`config.mk`:
```
export PLATFORM = sky130hd
export DESIGN_NAME = nand_idelay_tap_ctrl
export DESIGN_NICKNAME = d
export VERILOG_FILES = /design/src/rtl/nand_idelay_tap_ctrl.sv
export SDC_FILE = /design/constraint.sdc
export NUM_CORES = 1
export LEC_CHECK = 0
export CELL_PAD_IN_SITES_DETAIL_PLACEMENT = 1
export CELL_PAD_IN_SITES_GLOBAL_PLACEMENT = 1
export CORE_UTILIZATION = 38
export DETAILED_ROUTE_END_ITERATION = 7
export PLACE_DENSITY = 0.85
export SETUP_SLACK_MARGIN = 0.4
export SLEW_MARGIN = 20
export SYNTH_ARGS = -nofsm -noshare
export SYNTH_HDL_FRONTEND = slang
export SYNTH_SLANG_ARGS = --single-unit
```
`constraint.sdc`:
```
create_clock -name clk0 -period 4.7 [get_ports clk0]
set_input_delay 0.47 -clock clk0 [delete_from_list [all_inputs] [get_ports clk0]]
set_output_delay 0.47 -clock clk0 [all_outputs]
set_load 0.01 [all_outputs]
```
`src/rtl/nand_idelay_tap_ctrl.sv`:
```
// IODELAY tap sequencer for the NAND PHY lanes: waits for IDELAYCTRL ready, then steps one lane at a time.
// Optional `NAND_TAP_CTRL_WRAP_EN selects shortest modular stepping instead of linear stepping.
module nand_idelay_tap_ctrl #(
    parameter int NUM_LANES  = 8,
    parameter int TAP_W      = 5,
    parameter int LANE_W     = 4,
    parameter int SETTLE_CYC = 4
) (
    input  logic                       clk0,
    input  logic                       rstn0,
    input  logic                       idelay_ctrl_rdy,
    input  logic                       req_valid,
    output logic                       req_ready,
    input  logic [LANE_W-1:0]          req_lane,
    input  logic [TAP_W-1:0]           req_tap,
    output logic [NUM_LANES-1:0]       dly_ce,
    output logic [NUM_LANES-1:0]       dly_inc,
    output logic [NUM_LANES-1:0]       dly_rst,
    output logic [NUM_LANES*TAP_W-1:0] tap_cur,
    output logic                       busy,
    output logic                       done,
    output logic                       err
);
    localparam int CNT_W = $clog2(SETTLE_CYC + 1);
    localparam logic [LANE_W:0] NL = (LANE_W + 1)'(NUM_LANES);

    typedef enum logic [2:0] {
        WAIT_RDY, INIT, IDLE, STEP, SETTLE, DONE
    } state_t;

    state_t            state, state_nx;
    logic              rdy_m, rdy_s;
    logic [LANE_W-1:0] lane_q;
    logic [TAP_W-1:0]  tgt_q, cur, tap_nx;
    logic [TAP_W-1:0]  tap_q [NUM_LANES];
    logic [CNT_W-1:0]  cnt;
    logic              lane_ok, up, step_ce, abort, abort_q;

    always_ff @(posedge clk0 or negedge rstn0) begin
        if (!rstn0) begin
            rdy_m <= 1'b0;
            rdy_s <= 1'b0;
        end else begin
            rdy_m <= idelay_ctrl_rdy;
            rdy_s <= rdy_m;
        end
    end

    always_comb begin
        cur = '0;
        for (int i = 0; i < NUM_LANES; i++)
            if (lane_q == LANE_W'(i)) cur = tap_q[i];
    end

    assign lane_ok = ({1'b0, lane_q} < NL);

`ifdef NAND_TAP_CTRL_WRAP_EN
    localparam logic [TAP_W-1:0] HALF = {1'b1, {(TAP_W-1){1'b0}}};
    logic [TAP_W-1:0] diff;
    // forward distance of at most half the ring goes up; the exact half ties upward
    assign diff = tgt_q - cur;
    assign up   = !diff[TAP_W-1] || (diff == HALF);
`else
    assign up = (tgt_q > cur);
`endif

    assign tap_nx = up ? cur + TAP_W'(1) : cur - TAP_W'(1);
    assign abort  = (state == STEP || state == SETTLE || state == DONE) && !rdy_s;

    always_comb begin
        state_nx  = state;
        step_ce   = 1'b0;
        req_ready = 1'b0;
        done      = 1'b0;
        err       = abort_q;
        dly_rst   = '0;
        case (state)
            WAIT_RDY: if (rdy_s) state_nx = INIT;
            INIT: begin
                dly_rst  = '1;
                state_nx = rdy_s ? IDLE : WAIT_RDY;
            end
            IDLE: begin
                req_ready = rdy_s;
                if (!rdy_s)         state_nx = WAIT_RDY;
                else if (req_valid) state_nx = STEP;
            end
            STEP: begin
                if (!rdy_s) state_nx = WAIT_RDY;
                else if (!lane_ok || cur == tgt_q) state_nx = DONE;
                else begin
                    step_ce  = 1'b1;
                    state_nx = SETTLE;
                end
            end
            SETTLE: begin
                if (!rdy_s) state_nx = WAIT_RDY;
                else if (cnt == CNT_W'(SETTLE_CYC - 1)) state_nx = STEP;
            end
            DONE: begin
                if (!rdy_s) state_nx = WAIT_RDY;
                else begin
                    done     = 1'b1;
                    err      = !lane_ok;
                    state_nx = IDLE;
                end
            end
            default: state_nx = WAIT_RDY;
        endcase
    end

    always_comb begin
        for (int i = 0; i < NUM_LANES; i++) begin
            dly_ce[i]  = step_ce && (lane_q == LANE_W'(i));
            dly_inc[i] = dly_ce[i] && up;
            tap_cur[i*TAP_W +: TAP_W] = tap_q[i];
        end
    end

    assign busy = (state != IDLE);

    always_ff @(posedge clk0 or negedge rstn0) begin
        if (!rstn0) begin
            state   <= WAIT_RDY;
            lane_q  <= '0;
            tgt_q   <= '0;
            cnt     <= '0;
            abort_q <= 1'b0;
        end else begin
            state   <= state_nx;
            abort_q <= abort;
            cnt     <= (state == SETTLE) ? cnt + CNT_W'(1) : '0;
            if (state == IDLE && req_valid && req_ready) begin
                lane_q <= req_lane;
                tgt_q  <= req_tap;
            end
        end
    end

    always_ff @(posedge clk0 or negedge rstn0) begin
        if (!rstn0) begin
            for (int i = 0; i < NUM_LANES; i++) tap_q[i] <= '0;
        end else begin
            for (int i = 0; i < NUM_LANES; i++) begin
                if (state == INIT)
                    tap_q[i] <= '0;
                else if (step_ce && lane_q == LANE_W'(i))
                    tap_q[i] <= tap_nx;
            end
        end
    end
endmodule

```
# Word-level counts from Yosys, hierarchy flattened
# Index checks and enable logic that the tools add are counted.
[word_totals] out_inout_bits=68 latch_bits=0 ramBits=0 input_bits=13 n_memories=0 wordCells=118 romBits=0 regBits=58
[op_classes] div_mod_pow=0 n_mux=44 bitwise_logic=0 n_eq_ne=18 multipliers=0 n_shift=0 n_addsub=3 magnitude_cmp=2 n_reduce_logical=36
[op_table] operator="$mux W5" n=25
[op_table] operator="$mux W3" n=7
[op_table] operator="$logic_and A1 B1 Y1" n=19
[op_table] operator="$eq A4 B3 Y1 const B" n=4
[op_table] operator="$reduce_bool A2 Y1" n=8
[op_table] operator="$pmux W3 S5" n=1
[op_table] operator="$eq A3 B2 Y1 const B" n=3
[op_table] operator="$mux W1" n=9
[op_table] operator="$eq A4 B2 Y1 const B" n=2
[op_table] operator="$mux W8" n=1
[op_table] operator="$eq A3 B3 Y1 const B" n=2
[op_table] operator="$ne A3 B2 Y1 const B" n=2
[op_table] operator="$add A5 B1 Y5 const B" n=1
[op_table] operator="$eq A5 B5 Y1" n=1
[op_table] operator="$gt A5 B5 Y1" n=1
[op_table] operator="$sub A5 B1 Y5 const B" n=1
[op_table] operator="$eq A4 B1 Y1 const B" n=1
[op_table] operator="$logic_not A4 Y1" n=1
[op_table] operator="$lt A4 B4 Y1 const B" n=1
[op_table] operator="$add A3 B1 Y3 const B" n=1
[op_table] operator="$eq A3 B1 Y1 const B" n=1
[op_table] operator="$logic_not A3 Y1" n=1
[op_table] operator="$logic_or A1 B1 Y1" n=3
[op_table] operator="$ne A3 B3 Y1 const B" n=1
[op_table] operator="5 further kinds" n=6

# Logic depth before layout (Yosys ltp)
# Gate-level depths: netlist (run 1).
[depth] ltp_word=17 depth_mapped=17 ltp_nobuf=16

# Worst setup path after synthesis (run 1)
# No wires, ideal clock.
[synth_timing] kind="reg-to-reg" from="register lane_q[1]" to="register tap_q, in the netlist tap_cur[24]" synth_period_minus_slack_ps=3977 stages_incl_launch_ff=18 setup_ps=120 slack_ps=723 path_buffers=2 required_time_ps=4580 arrival_ps=3858 cell_sequence="dfrtp_1 -> clkbuf_1 -> buf_1 -> mux4_2 -> nand2_1 -> a21oi_1 -> inv_1 -> ha_1 -> and4_4 -> nor2b_1 -> o31ai_4 -> ha_1 -> nand2_1 -> nand2_1 -> a21oi_1 -> xor2_2 -> xnor2_1 -> a31o_1"
[synth_via] elab_chain_len=16 word_cells_on_any_way=31 classes_between="2 x add/sub; 2 x order compare; 8 x eq/ne; 14 x mux; 5 x reduce/logical"
[synth_lines] item="from (decl)" line_no="33" text="logic [LANE_W-1:0] lane_q;"
[synth_lines] item="from (signal assigned)" line_no="134" text="lane_q <= req_lane;"
[synth_lines] item="parallel branches: the longest is 16 deep, another holds $sub A5 B1 Y5"
[synth_lines] item="to (signal, indexed assignment)" line_no="148" text="tap_q[i] <= tap_nx;"
[synth_lines] item="to (decl)" line_no="35" text="logic [TAP_W-1:0] tap_q [NUM_LANES];"
# Several ways; the timed one is not identified. The select of a mux whose other input is x is not followed.
# A chain may end at the register's enable or synchronous reset.

# Worst setup path after layout (run 1)
[layout_timing] from="register lane_q[0]" to="output port dly_inc[4]"
[layout_via] elab_chain_len=16 word_cells_on_any_way=26 classes_between="2 x order compare; 8 x eq/ne; 11 x mux; 5 x reduce/logical"
[layout_lines] item="$logic_not A4 Y1" line_no="52" text="if (lane_q == LANE_W'(i)) cur = tap_q[i];"
[layout_lines] item="$mux W5 (8 in a row)" line_no="52"
[layout_lines] item="$eq A5 B5 Y1" line_no="90" text="else if (!lane_ok || cur == tgt_q) state_nx = DONE;"
[layout_lines] item="$logic_or A1 B1 Y1" line_no="90"
[layout_lines] item="$mux W1" line_no="90"
[layout_lines] item="$mux W1" line_no="89" text="if (!rdy_s) state_nx = WAIT_RDY;"
[layout_lines] item="$mux W1" line_no="77" text="case (state)"
[layout_lines] item="$logic_and A1 B1 Y1" line_no="114" text="dly_ce[i] = step_ce && (lane_q == LANE_W'(i));"
[layout_lines] item="$logic_and A1 B1 Y1 (*)" line_no="115" text="dly_inc[i] = dly_ce[i] && up;"
[layout_lines] item="to (decl)" line_no="17" text="output logic [NUM_LANES-1:0] dly_inc,"
# Every way passes the cells marked *; elsewhere a longest branch is shown, timed or not.

==> impl_results.md, run 1 <==
- Initial Util: 0.3952
- Maximum clock path buffer count: 2
- Avg Inst Size Synth: about 9.9 um2
- Tightest Hold Check Type: in2async
- Design area: 4462 um2
- Slew headroom: 0.4942
- Worst path cell trace: or3b_1, a21oi_1, a31oi_1, o21ai_2, inv_1, ha_1, and4_4, nor2b_1, o31ai_4, buf_4, nor4_2, clkdlybuf4s50_1
- Max cap viols: 0
- Top-count cell post-synth: dfrtp_1
- Critical path class: reg2out
- Flops & latches, synth: just under 60
- Die span in x: 94.67 um
- CTS Sinks: 58
- Die ar.: 8961 um2
- Maximum fanout along the worst path: 9
- CP Data Required Time: approximately 4.2 ns
- Per-cell routed wire length: slightly above 20 um
- Routing usage on met3: 0.04428
- Setup Viol. Count Final: 0
- DR pass1 iterations: 5
- Slew Limit Fails: 0
- DP Area: ~4200 um2
- Io pins: 81
- Compound-cell area share of the yosys netlist: 0.1354
- RSZ-0062 raised after global routing: true
- Xor-xnor portion of the synthesized cell area: 0.01035
- First-pass GRT wire length: 16920 um
- Largest net degree at the start of global routing: 59
- Max stage delay on crit path: between 0.5 and 0.6 ns
- R2R depth: 17
- Reg2Reg Setup Slack: 0.71 ns
- Grt met1 use: 0.3413
- Met2 GRT Util: 0.4083
- Leakage: 0.001975 uW
- Worst Setup End Kind: primary output
- Initial antenna violation count: 0
- Tcrit/Tclk final: 0.8909
- Commonest cells in the netlist: dfrtp_1, nor2_1, nand2_1
- Clock Root Buffer: clkbuf_8
- Multiplexer area fraction after synthesis: 0.1315
- Netlist cell types: 49
- Share of cells above drive strength 1: 0.1671
- Row Count: 33
- Worst Skew: 0.009458 ns
- Crit path buf inv count: 3
- Final Critical Period: approximately 4.2 ns
- Antenna diodes: 0
- CP max-delay cell: clkdlybuf4s50_1
- Synth Area in Simple Gates: 0.1764
- H-tree levels: 3
- Worst-Margin Slew: 0.7587 ns
- TritonCTS clock tree: done
- Die height: 94.67 um
- Power per cell area: 523.8 nW/um2
- Fin Hold WS: 0.2846 ns
- Post-Syn Area: between 3000 and 4000 um2
- Synth Warn #: 0
- Routed Antenna Nets: 0
- Placeable Area: 8258 um2
- Finished Layout Cells: 530
- Yosys top cell area share: 0.4448
- Crit start category: flip-flop
- CTS Buf Count: 9
- Vias per std cell: 5.564
- Area contributors post-synth: dfrtp_1, mux2i_1, nor2_1
- Setup TNS: 0 ns
- Worst path top cell family by delay: simple AND/OR/NAND/NOR gates
- Post-DP HPWL: 7792 um
- Register area share after synthesis: 0.4448
- Endpoints failing hold: 0
- Postcts setup bufs: 0
- Fin nets: 445
- Status: finished, final reports clean
- Layout area overhead: 36.73%
- Port bufs: 80
- Cells after Synth: 330
- Post-synthesis async set-or-reset flop share: 1.000
- WP data arrival: 3.72 ns
- Largest area contributor in the netlist: dfrtp_1
- CTS hold repair buffers: 0
- CTS clk-pin slew, worst paths: 0.07 ns
- Iter 0 DRT Violations: between 100 and 150
- Most Crowded Layer GR: met2
- Largest family of logic cells by synthesized area: simple AND/OR/NAND/NOR gates
- Fmax: 238.8 MHz
- Clock Latency Late Sink: 0.34 ns
- Adder-cell share of the synthesized area: 0.04448
- VDD IR max: 267.9 uV
- Vias in the first global route: around 3100
- Total GRT Usage: 0.2532
- GPL Wtd Cong: roughly 0.87
- Post-synth EDFFs: 0
- Post-Syn Nets: 354
- Ys flop type: dfrtp_1
- Placed cells: around 520
- Final wirelength: 10670 um
- DRC: 0
- Vias: around 2900
- Total gr overflow: 0
- Total power: 2337 uW
- Critical path depth in cells: 12
report_power, final:
part	internal, uW	switching (uW)
combinational	514	742
clock	255	193
sequential	553	79.9
total	1320	1010
path summary, 6_finish.rpt:
kind | start | end
min | rstn0 | cnt[2]$_DFF_PN0_
min reg2reg | rdy_m$_DFF_PN0_ | rdy_s$_DFF_PN0_
max | lane_q[0]$_DFFE_PN0P_ | dly_inc[4]
min in group clk0 | rdy_m$_DFF_PN0_ | rdy_s$_DFF_PN0_
max in group asynchronous | rstn0 | lane_q[1]$_DFFE_PN0P_
max reg2reg | lane_q[0]$_DFFE_PN0P_ | tap_cur[4]$_DFFE_PN0P_
cells by family (layout without fill, tap and decap cells):
family                     after synthesis  in the layout
AOI/OAI and AO/OA                       67             67
xor gates and xnor gates                 3              3
adders and majority gates               11             11
buffers and inverters                   41            136
DFF                                     58             58
muxes                                   34             34
and+or+nand+nor                        116            116
through the flow:
stage	util	setup slack, ns
global route	0.5403	0.3411
detailed placement	0.5135	0.5564
finish	0.5403	0.5128
CTS	0.5382	0.4183
floorplan	-	0.7228
global placement	0.5135	0.6789
routing by layer:
layer	wire, um	vias to the layer above
met5	0	-
met1	4804	1497
met2	5182	93
met4	193	0
met3	490	15
li1	-	1344
cell usage in the layout (no fill, tap or decap), types with 3 or more instances in the layout:
master           count
a211oi_1             9
clkdlybuf4s50_1     77
nor2_1              43
mux2_2              11
inv_1               14
a21oi_1             16
clkbuf_8            10
a31oi_1             10
dfrtp_1             56
buf_4               21
nand3_1              3
ha_1                10
nand2_1             25
nor2b_1              5
a31o_1               7
mux4_2               6
mux2i_1             17
nor3_1               4
nand2b_1             6
clkinv_1             4
and3_1              10
o21ai_0             14
flip-flops by register name (all words and copies together), names as in the netlist:
signal / cells
lane_q: 4
tgt_q: 5
state: 3
abort_q: 1
tap_cur: 40
rdy_s: 1
rdy_m: 1
cnt: 3
timing repair:
action | in CTS | in global routing
gates cloned | 0 | 0
gates resized for setup | 6 | 5
setup endpoints to repair | 11 | 13
layout make-up:
| class | instances | area [um2] |
|---|---|---|
| Fill cell | 943 | 3796 |
| Multi-Input combinational cell | 231 | 1650 |
| Sequential cell | 58 | 1454 |
| Timing Repair Buffer | 102 | 969.7 |
| Clock buffer | 12 | 145.1 |
| Tap cell | 105 | 131.4 |
| Inverter | 19 | 71.32 |
| Clock inverter | 3 | 40.04 |
worst register-to-register path: stages (launching register included):
cell,delay [ns]
dfrtp_2,0.50
or3b_1,0.45
a21oi_1,0.15
a31oi_1,0.08
o21ai_2,0.22
inv_1,0.08
ha_1,0.29
and4_4,0.23
nor2b_1,0.22
o31ai_4,0.11
fa_1,0.44
nand2_1,0.08
nand2_1,0.05
a21oi_1,0.22
xor2_2,0.25
xnor2_1,0.11
buf_4,0.17
a31o_1,0.22
Note: power is estimated with default switching activity, not from simulation.
==> run 2, diff against run 1 <==
- CORE_UTILIZATION: 38 -> 48
- DONT_BUFFER_PORTS: unset -> 1
- GPL_ROUTABILITY_DRIVEN: unset -> 0
- PLACE_DENSITY: 0.85 -> 0.83
- SETUP_SLACK_MARGIN: 0.4 -> 0.1
==> run 2 against run 1 <==
  * The run now ends with design-rule violations left
  * Highest routed layer unchanged
  * Die area is 20% lower
  * Sequential power is 6.2% higher
  * Cell count is 22% lower
  * Largest cell class unchanged
  * Clock power is 17% higher
  * Clock skew hardly changed
  * Critical endpoint is now tap_cur[19]$_DFFE_PN0P_
  * Combinational power is 13% lower
  * Final area is 19% lower
==> impl_results.md, run 2 (same netlist as run 1, synthesis figures left out) <==
- Worst Skew: 0.009874 ns (was 0.009458 ns)
- Slew Limit Fails: 0 (unchanged)
- Fillers: 729 (was 943)
- Vias per std cell: 6.312 (was 5.564)
- VDD IR max: 370.6 uV (was 267.9 uV)
- Max cap viols: 0 (unchanged)
- Failing checks: design-rule violations
- Worst-Margin Slew: 0.8000 ns (was 0.7587 ns)
- Setup TNS: 0 ns (unchanged)
- DR pass1 iterations: 7 (was 5)
- Power per cell area: 636.3 nW/um2 (was 523.8 nW/um2)
- DRC: 3 (was 0)
- Die ar.: 7132 um2 (was 8961 um2)
- Max reg flops: 40 (unchanged)
- Clock share of power: 0.228 (was 0.192)
- Final setup margin: 0.4946 ns (was 0.5128 ns)
- Io pins: 81 (unchanged)
- Switching share of power: 0.4349 (was 0.4341)
- Antenna diodes: 0 (unchanged)
- CTS Sinks: 58 (unchanged)
- Largest net degree at the start of global routing: 59 (unchanged)
- First-pass GRT wire length: 15410 um (was 16920 um)
- Total GRT Usage: 0.2885 (was 0.2532)
- Layout area overhead: 10.24% (was 36.73%)
- CTS Buf Count: 9 (unchanged)
- Final Critical Period: 4.205 ns (was 4.187 ns)
- RSZ-0062 raised after global routing: false (was true)
- Die height: 84.45 um (was 94.67 um)
- Slew headroom: 0.4659 (was 0.4942)
- Tightest Hold Check Type: in2reg (was in2async)
- Routed Antenna Nets: 0 (unchanged)
- Clock Root Buffer: clkbuf_8 (unchanged)
- Fin nets: 356 (was 445)
- Tcrit/Tclk final: 0.8948 (was 0.8909)
- Commonest non-fill, non-tap cell in the layout: dfrtp_1 (was clkdlybuf4s50_1)
- Comb power frac: 0.478 (was 0.538)
- Vias in the first global route: 2721 (was 3103)
- Maximum clock path buffer count: 2 (unchanged)
- Leakage: 0.001635 uW (was 0.001975 uW)
- Post-DP HPWL: 6747 um (was 7792 um)
- Internal power: 1293 uW (was 1322 uW)
- Critical path class: reg2reg (was reg2out)
- Worst Hold Depth: 0
- Endpoints failing hold: 0 (unchanged)
- Postcts setup bufs: 0 (unchanged)
- Setup Viol. Count Final: 0 (unchanged)
- TritonCTS clock tree: done (unchanged)
- Worst Setup End Kind: flip-flop (was primary output)
- Vias: 2607 (was 2949)
- Per-cell routed wire length: 23.23 um (was 20.13 um)
- Status: complete, but fails checks (was finished, final reports clean)
- WP data arrival: 4.42 ns (was 3.72 ns)
- H-tree levels: 3 (unchanged)
- Reg2Reg Setup Slack: 0.49 ns (was 0.71 ns)
- Design area: 3597 um2 (was 4462 um2)
- Fmax: 237.8 MHz (was 238.8 MHz)
- Share of cells above drive strength 1: 0.1667 (was 0.1671)
- Clock Latency Late Sink: 0.35 ns (was 0.34 ns)
- Total gr overflow: 0 (unchanged)
- Initial Util: 0.5052 (was 0.3952)
- Pre-CTS WS: 0.2265 ns (was 0.5564 ns)
- Maximum fanout along the worst path: 15 (was 9)
- DP Area: 3327 um2 (was 4240 um2)
- Crit start category: flip-flop (unchanged)
- Psw: 995.5 uW (was 1015 uW)
- Port bufs: 0 (was 80)
- Initial antenna violation count: 0 (unchanged)
- R2R depth: 16 (was 17)
- CP Data Required Time: 4.92 ns (was 4.23 ns)
- Row Count: 29 (was 33)
- Die span in x: 84.45 um (was 94.67 um)
- CTS clk-pin slew, worst paths: 0.06 ns (was 0.07 ns)
- Seq pwr share: 0.293 (was 0.271)
- Iter 0 DRT Violations: 198 (was 139)
- Final wirelength: 9596 um (was 10670 um)
- Placeable Area: 6459 um2 (was 8258 um2)
- Most used cells in the layout excluding fill and tap cells: dfrtp_1, nor2_1, nand2_1 (was clkdlybuf4s50_1, dfrtp_1, nor2_1)
-- run 2: cell types whose count changed in the layout (fill, tap and decap cells not counted), moves of 2 or more --
cell / delta
clkdlybuf4s50_1: -77
buf_4: -10
nor4_1: +2
dlymetal6s2s_1: -2
nor4_2: -2
clkinv_2: -2
-- run 2: metrics by stage --
step           total power, uW  hold WS [ns]  utilization  cells
4_1_cts                   2259        0.1397       0.5548    413
6_report                  2289        0.1502       0.5570    413
3_5_place_dp              1706        0.1758       0.5151    396
3_3_place_gp              1658        0.1758       0.5151    396
5_1_grt                   2407        0.1395       0.5570    413
2_1_floorplan             1373        0.1744            -    330
-- run 2: area by class of cell --
class | count | area, um2 | share of cell area
timing repair buffer | 13 | 120.1 | 0.03339
sequential | 58 | 1454 | 0.4042
clock inverter | 2 | 60.06 | 0.01670
inverter | 19 | 71.32 | 0.01983
clock buffer | 13 | 158.9 | 0.04417
tap | 77 | 96.34 | 0.02678
multi-input combinational | 231 | 1637 | 0.4550
-- run 2: routing by layer --
metal / wire (um) / up-vias / GRT usage
met4: 290 / 0 / 0.1495
met5: 0 / - / 0
li1: - / 1165 / -
met1: 4024 / 1321 / 0.3576
met2: 4639 / 98 / 0.4702
met3: 641 / 23 / 0.07276
-- run 2: timing repair --
action | 4_1_cts | 5_1_grt
endpoints found under the hold margin | 58 | 0
gates resized for setup | 0 | 4
hold buffers | 2 | 0
endpoints found under the setup margin | 0 | 8
-- run 2: power groups by stage --
stage | logic [uW] | registers [uW] | clock network (uW)
2_1_floorplan | 780 | 593 | 0
3_3_place_gp | 990 | 667 | 0
3_5_place_dp | 1030 | 674 | 0
4_1_cts | 1060 | 668 | 529
5_1_grt | 1180 | 681 | 544
6_report | 1090 | 672 | 523
-- run 2: worst paths after layout --
check / from / end
worst max-delay path: lane_q[0]$_DFFE_PN0P_ / tap_cur[19]$_DFFE_PN0P_
worst min-delay path: idelay_ctrl_rdy / rdy_m$_DFF_PN0_
worst max register to register: lane_q[0]$_DFFE_PN0P_ / tap_cur[19]$_DFFE_PN0P_
worst min register to register: rdy_m$_DFF_PN0_ / rdy_s$_DFF_PN0_
max in group asynchronous: rstn0 / lane_q[1]$_DFFE_PN0P_
min in group asynchronous: rstn0 / tap_cur[2]$_DFFE_PN0P_
-- run 2: critical path, cell delays in order (launching register included) --
cell	delay, ns
dfrtp_2	0.55
or3b_1	0.45
a21oi_1	0.13
a31oi_1	0.09
o21ai_2	0.26
inv_1	0.09
ha_1	0.30
and4_4	0.23
nor2b_1	0.25
o31ai_4	0.12
fa_1	0.44
nand2_1	0.08
nand2_1	0.05
a21oi_1	0.24
xor2_2	0.30
xnor2_2	0.19
a31o_1	0.28
==> run 3, diff against run 2 <==
- SKIP_LAST_GASP: unset -> 1
==> results of run 3 <==
The final DEF is identical to that of run 2; final timing and power are the same.
